$ cat src/rtl/helai_fifo_arb_pkg.sv
// Shared definitions for the two-source FIFO write arbiter.
package helai_fifo_arb_pkg;

  // Arbiter FSM encoding.
  typedef enum logic [1:0] {
    IDLE   = 2'd0,
    GRANT0 = 2'd1,
    GRANT1 = 2'd2
  } arb_state_t;

  // Source identifiers carried on fifo_wsrc.
  localparam logic SRC0 = 1'b0;
  localparam logic SRC1 = 1'b1;

endpackage

$ cat src/rtl/helai_rr_pick2.sv
// Two-way round-robin pick: a lone request wins outright; on a tie the
// source named by i_rr_ptr wins. Output is one-hot or zero.
module helai_rr_pick2 (
  input  logic [1:0] i_valid,
  input  logic       i_rr_ptr,
  output logic [1:0] o_gnt
);

  // Tie-break only when both sources request.
  always_comb begin
    o_gnt = i_valid;
    if (i_valid == 2'b11) begin
      o_gnt = i_rr_ptr ? 2'b10 : 2'b01;
    end
  end

endmodule

$ cat src/rtl/helai_fifo_wr_arbiter.sv
// Burst-granular arbiter merging two requester streams into one FIFO write
// port. A grant is held for a whole burst (until a last beat is accepted);
// every burst is preceded by a one-cycle arbitration bubble in IDLE.
//
// Handshake: a beat moves on a source port in any cycle where sx_valid and
// sx_ready are both high; fifo_winc is exactly that transfer, forwarded
// combinationally. Sources must hold data/last stable while valid is high
// and ready is low.
module helai_fifo_wr_arbiter
  import helai_fifo_arb_pkg::*;
#(
  parameter int DSIZE = 8,
  parameter int CNTW  = 16
) (
  input  logic             clk,
  input  logic             rst,
  input  logic             en,
  input  logic             s0_valid,
  input  logic [DSIZE-1:0] s0_data,
  input  logic             s0_last,
  output logic             s0_ready,
  input  logic             s1_valid,
  input  logic [DSIZE-1:0] s1_data,
  input  logic             s1_last,
  output logic             s1_ready,
  output logic             fifo_winc,
  output logic [DSIZE-1:0] fifo_wdata,
  output logic             fifo_wsrc,
  output logic             fifo_wlast,
  input  logic             fifo_wfull,
  input  logic             fifo_awfull,
  output logic             busy,
  output logic [CNTW-1:0]  beat_cnt,
  output logic [CNTW-1:0]  bursts0,
  output logic [CNTW-1:0]  bursts1,
  output logic [1:0]       dbg_state
);

  arb_state_t      r_state;
  arb_state_t      w_next;
  logic            r_rr_ptr;
  logic [CNTW-1:0] r_beat_cnt;
  logic [CNTW-1:0] r_bursts0;
  logic [CNTW-1:0] r_bursts1;
  logic [1:0]      w_gnt;

  helai_rr_pick2 u_pick (
    .i_valid  ({s1_valid, s0_valid}),
    .i_rr_ptr (r_rr_ptr),
    .o_gnt    (w_gnt)
  );

  // Next-state decode and the output mux steering the granted source to the FIFO.
  always_comb begin
    w_next     = r_state;
    s0_ready   = 1'b0;
    s1_ready   = 1'b0;
    fifo_winc  = 1'b0;
    fifo_wdata = '0;
    fifo_wsrc  = SRC0;
    fifo_wlast = 1'b0;
    case (r_state)
      IDLE: begin
        if (en && !fifo_awfull) begin
          if (w_gnt[0]) begin
            w_next = GRANT0;
          end else if (w_gnt[1]) begin
            w_next = GRANT1;
          end
        end
      end
      GRANT0: begin
        s0_ready   = ~fifo_wfull & ~rst;
        fifo_winc  = s0_valid & ~fifo_wfull & ~rst;
        fifo_wdata = s0_data;
        fifo_wsrc  = SRC0;
        fifo_wlast = s0_last;
        if (s0_valid && !fifo_wfull && !rst && s0_last) begin
          w_next = IDLE;
        end
      end
      GRANT1: begin
        s1_ready   = ~fifo_wfull & ~rst;
        fifo_winc  = s1_valid & ~fifo_wfull & ~rst;
        fifo_wdata = s1_data;
        fifo_wsrc  = SRC1;
        fifo_wlast = s1_last;
        if (s1_valid && !fifo_wfull && !rst && s1_last) begin
          w_next = IDLE;
        end
      end
      default: w_next = IDLE;
    endcase
  end

  // State register, round-robin pointer and beat/burst counters.
  always_ff @(posedge clk) begin
    if (rst) begin
      r_state    <= IDLE;
      r_rr_ptr   <= 1'b0;
      r_beat_cnt <= '0;
      r_bursts0  <= '0;
      r_bursts1  <= '0;
    end else begin
      r_state <= w_next;
      if (fifo_winc) begin
        if (fifo_wlast) begin
          r_beat_cnt <= '0;
          r_rr_ptr   <= ~fifo_wsrc;
          if (fifo_wsrc == SRC0) begin
            r_bursts0 <= r_bursts0 + 1'b1;
          end else begin
            r_bursts1 <= r_bursts1 + 1'b1;
          end
        end else begin
          r_beat_cnt <= r_beat_cnt + 1'b1;
        end
      end
    end
  end

  assign busy      = (r_state == GRANT0) || (r_state == GRANT1);
  assign beat_cnt  = r_beat_cnt;
  assign bursts0   = r_bursts0;
  assign bursts1   = r_bursts1;
  assign dbg_state = r_state;

endmodule

$ cat config.mk
export PLATFORM = sky130hd
export DESIGN_NAME = helai_fifo_wr_arbiter
export DESIGN_NICKNAME = d
export VERILOG_FILES = /design/src/rtl/helai_fifo_arb_pkg.sv /design/src/rtl/helai_rr_pick2.sv /design/src/rtl/helai_fifo_wr_arbiter.sv
export SDC_FILE = /design/constraint.sdc
export NUM_CORES = 1
export LEC_CHECK = 0
export CAP_MARGIN = 15
export CORE_MARGIN = 3
export CORE_UTILIZATION = 46
export DETAILED_ROUTE_END_ITERATION = 10
export PLACE_DENSITY = 0.8
export RECOVER_POWER = 100
export SLEW_MARGIN = 20
export SYNTH_ARGS = -nofsm -noshare
export SYNTH_HDL_FRONTEND = slang
export SYNTH_SLANG_ARGS = --single-unit
$ cat constraint.sdc
create_clock -name clk -period 2.46 [get_ports clk]
set_clock_uncertainty 0.05 [all_clocks]
set_input_delay 0.615 -clock clk [delete_from_list [all_inputs] [get_ports clk]]
set_output_delay 0.615 -clock clk [all_outputs]
set_load 0.01 [all_outputs]
# == Yosys cells after proc, flatten, opt, wreduce, memory -nomap -nowiden ==
# Cells that the tools add are included.
# word_totals
elab_cells,54
output_inout_bits,64
ff_bits,51
input_bits,25
# classes
n_eq_ne,7
n_reduce_logical,16
addsub,3
n_bitwise,8
n_mux,15
# op_table
cell,n
$add 16x1->16 const B,3
$mux 16,1
$pmux 8 s2,1
$mux 2,7
$logic_and 1x1->1,7
$ne 2x2->1 const B,3
$pmux 2 s3,1
$reduce_and 3->1,2
$and 1x1->1,5
$eq 2x2->1 const B,2
$pmux 1 s2,2
$reduce_and 4->1,1
$logic_not 1->1,3
$mux 1,3
$ne 3x1->1 const B,1
$not 1->1,3
$eq 2x1->1 const B,1
$logic_not 2->1,1
$reduce_and 2->1,1
$logic_or 1x1->1,1

# == Longest topological paths before layout ==
# logic_depth
ltp_word,6
ltp_mapped,9
depth_no_buf,6

# == Cells and area by module ==
# From an unflattened synthesis, not the netlist that was laid out.
# hier_totals
hier_cells,328
hier_area_um2,2786.4
# modules_own_cells
module,cells_per_inst,seq_area_each_um2,area_per_inst_um2,n_inst
helai_fifo_wr_arbiter,325,1021.0,2767.7,1
helai_rr_pick2,3,0.0,18.8,1

# == Worst setup path after synthesis ==
# OpenSTA, ideal clock, no wires.
# synth_timing
path_kind,register -> register
start,"register r_state[1], in the netlist dbg_state[1]"
end,"register r_beat_cnt[15], in the netlist beat_cnt[15]"
synth_period_minus_slack_ns,2.419
setup_slack_ns,0.041
setup_ns,0.071
path_stages_with_launch,8
required_time_ns,2.339
arrival_ns,2.298
n_path_buf,1
cell_sequence,dfxtp_1 inv_1 ha_1 or3b_4 or3_1 buf_2 or4_1 a21oi_1
# synth_via
elab_chain_len,3
word_cells_on_any_way,5
cone_classes,eq/ne (2); mux (3)
# synth_rtl
element,line_no,rtl
start: declaration,helai_fifo_wr_arbiter.sv:39,arb_state_t r_state;
start signal: assignment,helai_fifo_wr_arbiter.sv:105,r_state <= w_next;
$eq 2x2->1 or $eq 2x1->1 (tied branches),helai_fifo_wr_arbiter.sv:62,case (r_state)
$pmux 1 s2,helai_fifo_wr_arbiter.sv:62,
$mux 16,helai_fifo_wr_arbiter.sv:107,if (fifo_wlast) begin
end signal: assignment,helai_fifo_wr_arbiter.sv:116,r_beat_cnt <= r_beat_cnt + 1'b1;
end: declaration,helai_fifo_wr_arbiter.sv:42,logic [CNTW-1:0] r_beat_cnt;
# Parallel ways exist; a longest one is shown, timed or not.
# A chain may end at the register's enable or synchronous reset.

# == Worst setup path after layout ==
# layout_timing
start,"register r_state[0], in the netlist dbg_state[0]"
end,output fifo_wdata[6]
# layout_via
elab_chain_len,2
word_cells_on_any_way,3
cone_classes,eq/ne (2); mux (1)
# layout_rtl
element,line_no,rtl
$eq 2x2->1 or $eq 2x1->1 (tied branches),helai_fifo_wr_arbiter.sv:62,
$pmux 8 s2 *,helai_fifo_wr_arbiter.sv:62,
end: declaration,helai_fifo_wr_arbiter.sv:27,"output logic [DSIZE-1:0] fifo_wdata,"
# Mark *: on every way between the ends. The rest lies on a longest branch, timed or not.

==> impl_metrics.tcl <==
set metrics [dict create \
    drc 0 \
    hold_viol 0 \
    synth_top_cell_by_area "dfxtp_1" \
    cts_buffer_depth 2 \
    place_congestion 0.8038 \
    clk_latency_ns 0.30 \
    fin_cells 516 \
    maxSlewViolCount 0 \
    r2r_slack_ns 0.05 \
    holdBufCountCts 0 \
    ant_nets 0 \
    grt_pass1_wl_um 13010 \
    wl_per_cell_um 15.10 \
    cts.clk_slew.worst_paths_ns 0.09 \
    synth_edf_count 0 \
    required_ns 1.79 \
    fillers 455 \
    die_area_um2 6948 \
    dpl.cell_count 508 \
    nets 475 \
    cts_inserted_buffers 5 \
    cpMostUsedCell "buf_4" \
    yosys.cell_count.top_type "dfxtp_1" \
    rows 27 \
    drv_cap 0 \
    synth-seq-area-share_pct 37.09 \
    grt_start_max_net_pins 35 \
    cp_slowest_cell "dfxtp_2" \
    initial_core_util_pct 48.79 \
    dp_slack_ns -0.4009 \
    r2r-end "beat_cnt[15]" \
    status "completed" \
    yosys_warnings 0 \
    worst_slack_ns 0.02761 \
    fmax_mhz 411.1 \
    setup.worst_path.class "reg2out" \
    dpl.hpwl_um 5788 \
    h-tree-depth 2 \
    worst_pin_slew_ns 0.4415 \
    synth-seq-cells 51 \
    synth_top_area_share_pct 37.09 \
    cts_tree "done" \
    ys_top_cells_by_count "dfxtp_1 (51), a21oi_1 (30), nor2_1 (21)" \
    syn_area_um2 2753 \
    dieHeight_um 83.36 \
    dr_total_vias 2959 \
    grt_remaining_overflow 0 \
    hold_path_depth 2 \
    p_per_area_nw_per_um2 455.9 \
    r2r_cells 7 \
    cp.arrival_ns 1.77 \
    final_core_util_pct 72.28 \
    seq_area_um2 1022 \
    max_stage_delay_ns 0.34 \
    syn_area_per_cell_um2 8.367 \
    die_x_um 83.36 \
    antenna_found_initial 0 \
    first_global_vias 2859 \
    io_buffers 88 \
    hold_end "beat_cnt[15]" \
    path_cells "inv_1 > buf_4 > ha_2 > buf_4 > a22oi_1 > nor2b_1 > dlygate4sd2_1" \
    cts_root_buf "clkbuf_8" \
    synth_area_leaders "dfxtp_1 (37%), a21oi_1 (5.5%), or4_1 (5.2%), o31ai_1 (4.4%), xnor2_1 (3.8%)" \
    finalSetupTns_ns 0 \
    async_flop_share_pct 0 \
    drt_iter0_drc 122 \
    rr_startpoint "dbg_state[1]" \
    worst_setup_path_start_kind "flop" \
    synthCells 329 \
    drt_wl_total_um 7790 \
    synth.distinct_cells 40 \
    p_leak_uw 0.001402 \
    rsz0062_at_grt "yes" \
    hold_path.class "reg2reg" \
    antenna_cells 0 \
    synth_ff_type "dfxtp_1" \
    viasPerCell 5.734 \
    endpoint_kind "output port" \
    path_max_fanout 10 \
    min_period_ns 2.432 \
    drt-pass1-iter-count 4 \
    grtUsageTotal_pct 21.85 \
    fin_crit_sh_pct 98.88 \
    ir_drop_v 0.0003369 \
    core_um2 5642 \
    cts_sinks 51 \
    io_pins 89 \
    syn2layout_area_growth_pct 48.14 \
    min_from "beat_cnt[15]" \
    multi_input_area_um2 1664 \
    drive_gt1_share_pct 14.64 \
    slew_headroom_pct 69.73 \
    synth_fp_nets 361 \
    setup_viol 0 \
]
## worst max-delay path by stage
stage,startpoint,to,slack [ns],depth (start not counted)
after floorplan,dbg_state[1],beat_cnt[15],0.04,7
after global placement,fifo_wfull,fifo_winc,-0.41,4
after detailed placement,fifo_wfull,beat_cnt[13],-0.40,6
after CTS,rst,beat_cnt[13],0.004,6
after global routing,dbg_state[1],beat_cnt[11],-0.03,7
final,dbg_state[0],fifo_wdata[6],0.03,7
## where the power goes
group	switching (uW)	leakage, uW	internal [uW]
combinational	241	0.000941	256
clock	265	0.0000505	256
sequential	6.39	0.000411	835
total	513	0.00140	1350
## cell families after synthesis
logic type	Yosys count	share of synthesized area [%]
simple gates	146	31.50
compound gates	77	17.14
flops	51	37.09
buf+inv	29	4.636
xor+xnor	13	4.136
fa+ha+maj	7	3.182
mux	6	2.318
## layout make-up
type / instances / share of cell area [%]
timing repair buffer: 124 / 28.26
multi-input combinational: 249 / 40.81
inverter: 12 / 1.105
clock buffer: 7 / 2.363
clock inverter: 1 / 0.1841
sequential: 51 / 25.07
tap: 72 / 2.209
## sequential cells by signal, summed over array words and instances (netlist names)
signal	flops
beat_cnt	16
bursts0	16
bursts1	16
dbg_state	2
r_rr_ptr	1
## cell usage in the layout (no fill, tap or decap), drive strengths merged, types with 2 or more instances in the layout
| cell | synthesis | routed |
|---|---|---|
| or3 | 12 | 12 |
| nand3 | 18 | 18 |
| clkdlybuf4s50 | 0 | 68 |
| nand4 | 12 | 12 |
| ha | 7 | 7 |
| xnor2 | 12 | 12 |
| or2 | 2 | 2 |
| dlygate4sd3 | 0 | 4 |
| mux2i | 3 | 3 |
| dlygate4sd2 | 0 | 11 |
| dlymetal6s2s | 0 | 3 |
| nor3 | 3 | 3 |
| a22oi | 10 | 10 |
| inv | 12 | 12 |
| nor3b | 3 | 3 |
| and4b | 2 | 2 |
| nand4bb | 3 | 3 |
| o31ai | 16 | 16 |
| nor2 | 21 | 21 |
| or4 | 20 | 20 |
| o21ai | 15 | 15 |
| nor4 | 7 | 7 |
| buf | 5 | 36 |
| dfxtp | 51 | 51 |
| and4 | 5 | 5 |
| nand2b | 2 | 2 |
| mux2 | 3 | 3 |
| nand2 | 20 | 20 |
| a21oi | 30 | 30 |
| a211o | 2 | 2 |
| clkbuf | 12 | 8 |
| nor2b | 12 | 12 |
## metal layers
metal	global-route usage [%]	part of all wire, %	up-vias
li1	-	-	1465
met2	38.78	52	77
met1	26.60	44	1408
met4	6.389	1.1	0
met3	4.266	3.5	9
met5	0	0	-
## timing repair
action | 4_1_cts | 5_1_grt
setup buffers | 0 | 0
endpoints found under the setup margin | 16 | 23
gates resized for setup | 20 | 16
pin swaps | 0 | 2
## stage by stage
stage               hold slack (ns)  cell area (um2)  power (uW)
floorplan                    0.4228             2753        1099
global placement             0.4120             3924        1329
detailed placement           0.4277             3924        1341
CTS                          0.4482             4024        1851
global route                 0.4872             4078        1944
finish                       0.4530             4078        1859
## critical path, delay by kind of cell, from the launching register on
kind / cells / cell delay (ns)
simple gates: 1 / 0.07
flops: 1 / 0.34
fa+ha+maj: 1 / 0.20
compound gates: 1 / 0.20
buf+inv: 4 / 0.66
(Power assumes the default switching activity.)
